File: src/rtl/ann_pkg.sv
// Shared types for the sequential ANN arithmetic engines.
package ann_pkg;

  localparam int DEFAULT_DATA_W = 32;

  typedef logic [DEFAULT_DATA_W-1:0] word_t;

  typedef enum logic [1:0] {
    IDLE,
    RUN,
    DONE
  } dp_state_e;

endpackage

File: src/rtl/seq_dot_product_mac_unit.sv
// Combinational multiply-accumulate: sum = acc + a*b, truncated to DATA_W bits.
module mac_unit #(
  parameter int DATA_W = 32
) (
  input  logic [DATA_W-1:0] acc,
  input  logic [DATA_W-1:0] a,
  input  logic [DATA_W-1:0] b,
  output logic [DATA_W-1:0] sum
);

  logic [DATA_W-1:0] product;

  // Only the low DATA_W bits of the product matter; sums wrap modulo 2^DATA_W.
  assign product = a * b;
  assign sum     = acc + product;

endmodule

File: src/rtl/seq_dot_product.sv
// Dot-product responder: one multiply-accumulate per clock over VECTOR_LEN elements.
module seq_dot_product
  import ann_pkg::*;
#(
  parameter int VECTOR_LEN = 4,
  parameter int DATA_W     = DEFAULT_DATA_W
) (
  input  logic              clk,
  input  logic              rst_n,
  input  logic              start,
  input  logic [DATA_W-1:0] vec1 [VECTOR_LEN],
  input  logic [DATA_W-1:0] vec2 [VECTOR_LEN],
  output logic [DATA_W-1:0] result,
  output logic              done,
  output logic              busy
);

  localparam int IDX_W = (VECTOR_LEN > 1) ? $clog2(VECTOR_LEN) : 1;
  localparam logic [IDX_W-1:0] LAST_IDX = IDX_W'(VECTOR_LEN - 1);

  dp_state_e         state;
  dp_state_e         state_next;
  logic [IDX_W-1:0]  idx;
  logic [DATA_W-1:0] acc;
  logic [DATA_W-1:0] elem_a;
  logic [DATA_W-1:0] elem_b;
  logic [DATA_W-1:0] mac_sum;
  logic              last;

  // Explicit mux keeps the element select in range for any VECTOR_LEN, including 1.
  always_comb begin
    elem_a = '0;
    elem_b = '0;
    for (int i = 0; i < VECTOR_LEN; i++) begin
      if (idx == IDX_W'(i)) begin
        elem_a = vec1[i];
        elem_b = vec2[i];
      end
    end
  end

  assign last = (idx == LAST_IDX);

  mac_unit #(
    .DATA_W(DATA_W)
  ) u_mac (
    .acc(acc),
    .a  (elem_a),
    .b  (elem_b),
    .sum(mac_sum)
  );

  always_ff @(posedge clk or negedge rst_n) begin
    if (!rst_n) begin
      state <= IDLE;
    end else begin
      state <= state_next;
    end
  end

  always_comb begin
    state_next = state;
    if (start) begin
      state_next = RUN;
    end else begin
      case (state)
        RUN:     if (last) state_next = DONE;
        default: state_next = state;
      endcase
    end
  end

  always_comb begin
    done = (state == DONE);
    busy = (state == RUN);
  end

  // start has priority so a request on the final-element cycle aborts the result.
  always_ff @(posedge clk or negedge rst_n) begin
    if (!rst_n) begin
      idx    <= '0;
      acc    <= '0;
      result <= '0;
    end else if (start) begin
      idx <= '0;
      acc <= '0;
    end else if (state == RUN) begin
      acc <= mac_sum;
      if (last) begin
        result <= mac_sum;
        idx    <= '0;
      end else begin
        idx <= idx + 1'b1;
      end
    end
  end

endmodule

File: config.mk
export PLATFORM = sky130hd
export DESIGN_NAME = seq_dot_product
export DESIGN_NICKNAME = d
export VERILOG_FILES = /design/src/rtl/ann_pkg.sv /design/src/rtl/seq_dot_product_mac_unit.sv /design/src/rtl/seq_dot_product.sv
export SDC_FILE = /design/constraint.sdc
export NUM_CORES = 1
export LEC_CHECK = 0
export ABC_AREA = 1
export CORE_MARGIN = 2
export CORE_UTILIZATION = 45
export CTS_CLUSTER_DIAMETER = 80
export DETAILED_ROUTE_END_ITERATION = 7
export PLACE_DENSITY = 0.73
export SLEW_MARGIN = 10
export SYNTH_ARGS = -nofsm -noshare
export SYNTH_HDL_FRONTEND = slang
export SYNTH_SLANG_ARGS = --single-unit
File: constraint.sdc
create_clock -name clk -period 18.99 [get_ports clk]
set_clock_uncertainty 0.1 [all_clocks]
set_input_delay 4.7475 -clock clk [delete_from_list [all_inputs] [get_ports clk]]
set_output_delay 4.7475 -clock clk [all_outputs]
set_load 0.01 [all_outputs]
## After elaboration in Yosys (flattened, before gate mapping)

Index checks and enable logic that the tools add are counted.
Widths: inputs -> output; s select.

- Register bits after elaboration: 68
- Bits in latches: 0
- Memory bits (writable): 0
- Memory bits (read-only): 0
- Output and inout bits: 34
- Logic and storage cells: 34
- Memories kept: 0

- $add $sub $neg: 2
- $mul: 1
- Divide/modulo/power cells: 0
- Magnitude comparators: 0
- Eq/ne operators: 5
- Shift operators: 0
- Multiplexer cells: 16
- Bitwise gates (word level): 1
- Reductions and logical operators: 5

Operators by type and width:

| cell | count |
|---|---|
| $mux 32 | 10 |
| $add 32x32->32 | 1 |
| $mul 32x32->32 | 1 |
| $mux 2 | 6 |
| $eq 2x2->1 const B | 3 |
| $eq 2x1->1 const B | 2 |
| $reduce_bool 2->1 | 2 |
| $reduce_and 3->1 | 1 |
| $add 2x1->2 const B | 1 |
| $logic_not 2->1 | 1 |
| $reduce_and 2->1 | 1 |
| $not 1->1 | 1 |

## Longest topological paths before layout

- Depth after elaboration: 9
- Gate-level depth with buffers: 46

## Hierarchy

From an unflattened synthesis, not the netlist that was laid out.

- Cell total of the unflattened synthesis: 3,293
- Area, all modules: 22,920.7 µm²

Modules (own cells, without submodules):

| module | instances | cells each | area an instance (µm²) | seq. area each (µm²) |
|---|---|---|---|---|
| mac_unit | 1 | 2,437 | 17,969.7 | 0.0 |
| seq_dot_product | 1 | 856 | 4,951.0 | 1,701.6 |

## Worst setup path after synthesis

OpenSTA, ideal clock, no wires.

- Kind: input to register
- Start point: input vec1[42] (netlist bit)
- End point: register acc[28]
- Library setup time: 141 ps
- Data arrival time: 11,401 ps
- Required time: 18,749 ps
- Setup slack: 7,348 ps
- Cell stages on the path: 30
- Path buffers: 2
- Cells stage by stage: or2_1 -> nand3_1 -> nand2_1 -> clkbuf_1 -> inv_1 -> clkbuf_1 -> nor2_1 -> fa_1 -> fa_1 -> fa_1 -> inv_1 -> fa_1 -> inv_1 -> fa_1 -> inv_1 -> fa_1 -> inv_1 -> fa_1 -> inv_1 -> fa_1 -> inv_1 -> ha_1 -> nand2_1 -> nor4_1 -> nand4_1 -> nand3_1 -> a21oi_1 -> o21ai_0 -> xnor2_1 -> o22ai_1

- Longest elaborated chain between the ends: 6

Ends and longest elaborated chain:

| what | RTL line | source |
|---|---|---|
| from (decl) | seq_dot_product.sv:11 | `input logic [DATA_W-1:0] vec1 [VECTOR_LEN],` |
| $mux 32 (2 in a row) | seq_dot_product.sv:35 | `if (idx == IDX_W'(i)) begin` |
| $mul 32x32->32 | seq_dot_product_mac_unit.sv:14 | `assign product = a * b;` |
| $add 32x32->32 | seq_dot_product_mac_unit.sv:15 | `assign sum = acc + product;` |
| $mux 32 | seq_dot_product.sv:87 | `end else if (state == RUN) begin` |
| $mux 32 | seq_dot_product.sv:84 | `end else if (start) begin` |
| to (signal assigned) | seq_dot_product.sv:88 | `acc <= mac_sum;` |
| to (decl) | seq_dot_product.sv:24 | `logic [DATA_W-1:0] acc;` |

No other way between the ends. The select of a mux whose other input is x is not followed.
A chain may end at the register's enable or synchronous reset.

## Worst setup path after layout

- Start point: input vec1[74] (netlist bit)
- End point: register acc[28]

- Longest elaborated chain between the ends: 7

Ends and longest elaborated chain:

| what | RTL line |
|---|---|
| $mux 32 (3 in a row) | seq_dot_product.sv:35 |
| $mul 32x32->32 | seq_dot_product_mac_unit.sv:14 |
| $add 32x32->32 | seq_dot_product_mac_unit.sv:15 |
| $mux 32 | seq_dot_product.sv:87 |
| $mux 32 | seq_dot_product.sv:84 |

No other way between the ends. The select of a mux whose other input is x is not followed.

==> out/results.md <==
Floorplan
- core outline area: 48800 µm²
- number of primary I/O pins: 293
- initial core utilization: 0.455
- Placement Rows: 81
- area of the die: 51100 µm²
- vertical die dimension: 226 µm
- die width: 226 µm

Timing
- headroom to the max-slew limit: 0.392
- slew at the pin with the worst max-slew slack: 0.909 ns
- minimum period implied by the final worst setup slack: 12.94 ns
- max-slew violation count: 0
- maximum operating frequency: 77.3 MHz
- unrepaired setup endpoints after global routing: no
- final setup violation count: 0
- share of the cycle needed by the critical path after routing: 0.681
- accumulated negative setup slack: 0 ns
- count of final hold-check violations: 0

Cells and area
- total area of sequential cells: 1700 µm²
- number of fill cells in the layout: 4755
- Layout Area Growth over Synthesis: 16.5%
- fraction of final layout cells with drive strength greater than 1: 0.0361
- area taken by multi-input logic gates: 16900 µm²
- Final Net Count: 4091
- non-filler cells, final: 3936

Logic synthesis
- top-area cell type share of the netlist area: 0.395
- EDFF count, synth: 0
- Syn Inst Count: 3061
- synth top area cells: fa_1 (39%), nand2_1 (15%), inv_1 (13%)
- Post-Syn Area: 22200 µm²
- post-synthesis async set-or-reset flop share: 1.00
- most frequently used cell type in the post-synthesis netlist: nand2_1
- total nets after synthesis: 3886
- cell type with the largest total area after synthesis: fa_1
- Yosys reg bits: 68
- Yosys warning count: 0
- Mean Syn Cell Area: 7.25 µm²
- commonest register cell after synthesis: dfrtp_1
- count of distinct cell types in the synthesized netlist: 46
- top post-synthesis cells by count: nand2_1 (891), inv_1 (787), fa_1 (438)
- sequential cell area fraction in the yosys report: 0.0766

Detailed routing
- length of routed met3 wiring: 7.17 mm
- Routed met2 length: 33.2 mm
- top routing layer in use: met4
- DRC viols: 0
- number of nets with antenna violations after detailed routing: 0
- 1st-iter DRT viols: 1541
- DRT Wirelength: 71.3 mm
- DR vias: 19945
- Pre-Repair DR Iteration Count: 6
- detailed-route wire length per cell: 18.1 µm
- WL met1: 28.5 mm
- average vias per placed instance: 5.07

CTS
- clock tree from TritonCTS: built
- maximum clock path buffer count: 2
- cell chosen for the clock root: clkbuf_16
- hold buffer count at CTS: 0
- clock insertion delay at the later pin of the skew report: 0.34 ns
- clock slew seen by the registers of the worst setup and hold paths: 0.06 ns
- clock net sink count: 68
- number of clock buffers inserted by TritonCTS: 9
- H-Tree Level Count: 3
- CTS resizes: 0
- buffers inserted by post-CTS timing repair: 0

Placed design
- cell count after placement: 3919
- number of buffers added on ports: 292
- hpwl dp: 59.3 mm
- Routability Congestion: 0.980

Setup path
- Reg2Reg Capture Point: acc[28]
- class of the most critical setup path: primary input to flip-flop
- Worst R2R Setup Slack: 9.12 ns
- Register-to-Register Path Depth: 34
- slowest cell delay on critical path: 0.56 ns
- endpoint class of the critical path: flip-flop
- Worst Setup Start Kind: primary input
- kind of cell with the highest combined delay on the critical path: adder cells
- Critical path buffers and inverters: 8
- worst reg2reg startpoint: idx[0]
- Critical-path top delay cell: nor4_1
- most used cell, CP: fa_1
- endpoint arrival time on the critical path: 13.01 ns
- data required time at the worst endpoint: 19.06 ns
- Crit Path Max Fanout: 12

Outcome
- result of the run: finished clean

Global routing
- number of global-route vias before repair: 21071
- pin count of the biggest net entering global routing: 69
- gr usage total: 0.292
- grt total ovfl: 0
- first-pass GRT wire length: 114 mm
- initial antenna violation count: 1

Flow run
- number of max-cap violations: 0

Min path
- Min-Delay Endpoint: result[23]
- worst min-delay path class: flip-flop to flip-flop
- critical hold path startpoint: result[23]
- hold-critical path depth: 2

==> per-stage QoR <==
| stage | area [µm²] | hold slack [ns] | setup WS (ns) | utilization |
|---|---|---|---|---|
| after floorplan | 22200 | 0.359 | 7.35 | - |
| after global routing | 25900 | 0.410 | 5.48 | 0.530 |
| after detailed placement | 25600 | 0.369 | 5.77 | 0.523 |
| after CTS | 25900 | 0.387 | 6.08 | 0.530 |
| final | 25900 | 0.380 | 6.05 | 0.530 |
| after global placement | 25600 | 0.371 | 5.91 | 0.523 |
==> sequential cells by signal, indices dropped and copies added (netlist names) <==
| register | count |
|---|---|
| acc | 32 |
| idx | 2 |
| result | 32 |
| state | 2 |
==> logic make-up (layout without fill, tap and decap cells) <==
kind of cell	count (synthesis)	count (layout)	synth area share
AO/OA/AOI/OAI	213	213	0.0532
XOR/XNOR	28	28	0.0110
adder cells (fa/ha/maj)	566	566	0.467
buffers and inverters	927	1137	0.164
flip-flops	68	68	0.0766
other	0	1	0
AND/OR/NAND/NOR	1259	1259	0.229
==> per-layer routing <==
| layer | vias to the layer above | track usage |
|---|---|---|
| li1 | 9188 | - |
| met1 | 9722 | 0.379 |
| met2 | 887 | 0.478 |
| met3 | 148 | 0.0688 |
| met4 | 0 | 0.103 |
| met5 | - | 0 |
==> worst min-delay path, delay by kind of cell (launching register included) <==
kind	cells	cell delay, ns
AND/OR/NAND/NOR	2	0.11
flip-flops	1	0.34
==> placed cells by master, fill, tap and decap left out, types with 2 or more instances in the layout <==
master	synthesis	layout
a31oi_1	3	3
nor3_1	6	6
nand4_1	5	5
nand3b_1	11	11
a31o_2	3	3
ha_2	0	2
a21o_1	8	8
or2_0	2	2
nand3_1	93	93
fa_1	438	438
or2_2	7	7
nand2_2	28	28
o21ai_2	3	3
nor4_1	4	4
o211ai_1	3	3
xnor2_1	11	11
inv_1	787	787
nand2_1	891	891
clkinv_4	0	2
nor2_1	197	197
o21ai_0	65	65
o22ai_1	13	13
nor2_2	9	9
clkdlybuf4s50_1	0	291
nand2_4	3	3
a21oi_2	2	2
dfrtp_1	68	68
a21boi_1	2	2
a21oi_1	103	103
inv_2	14	14
ha_1	128	125
xor2_1	17	17
bufinv_16	0	2
buf_4	12	26
clkbuf_16	0	9
clkinv_1	2	2
==> how the worst max path moves through the flow <==
| stage | start | to | slack (ns) | cells after the start |
|---|---|---|---|---|
| final | vec1[74] | acc[28] | 6.05 | 30 |
| after global routing | vec1[74] | acc[28] | 5.48 | 30 |
| after CTS | vec1[74] | acc[28] | 6.08 | 30 |
| after detailed placement | vec1[74] | acc[28] | 5.77 | 30 |
| after global placement | vec1[74] | acc[28] | 5.91 | 30 |
| after floorplan | vec1[42] | acc[28] | 7.35 | 30 |
==> final cells by class <==
cell class / count / area share
multi-input cells: 2066 / 0.653
clock inverters: 5 / 0.00329
inverters: 803 / 0.116
repair buffers: 318 / 0.120
clock buffers: 11 / 0.00938
well taps: 664 / 0.0321
diodes: 1 / 0.0000967
flip-flops and latches: 68 / 0.0657
Power is not shown: default switching activity piles up to over one toggle a cycle in this logic, so the estimate is an artifact.
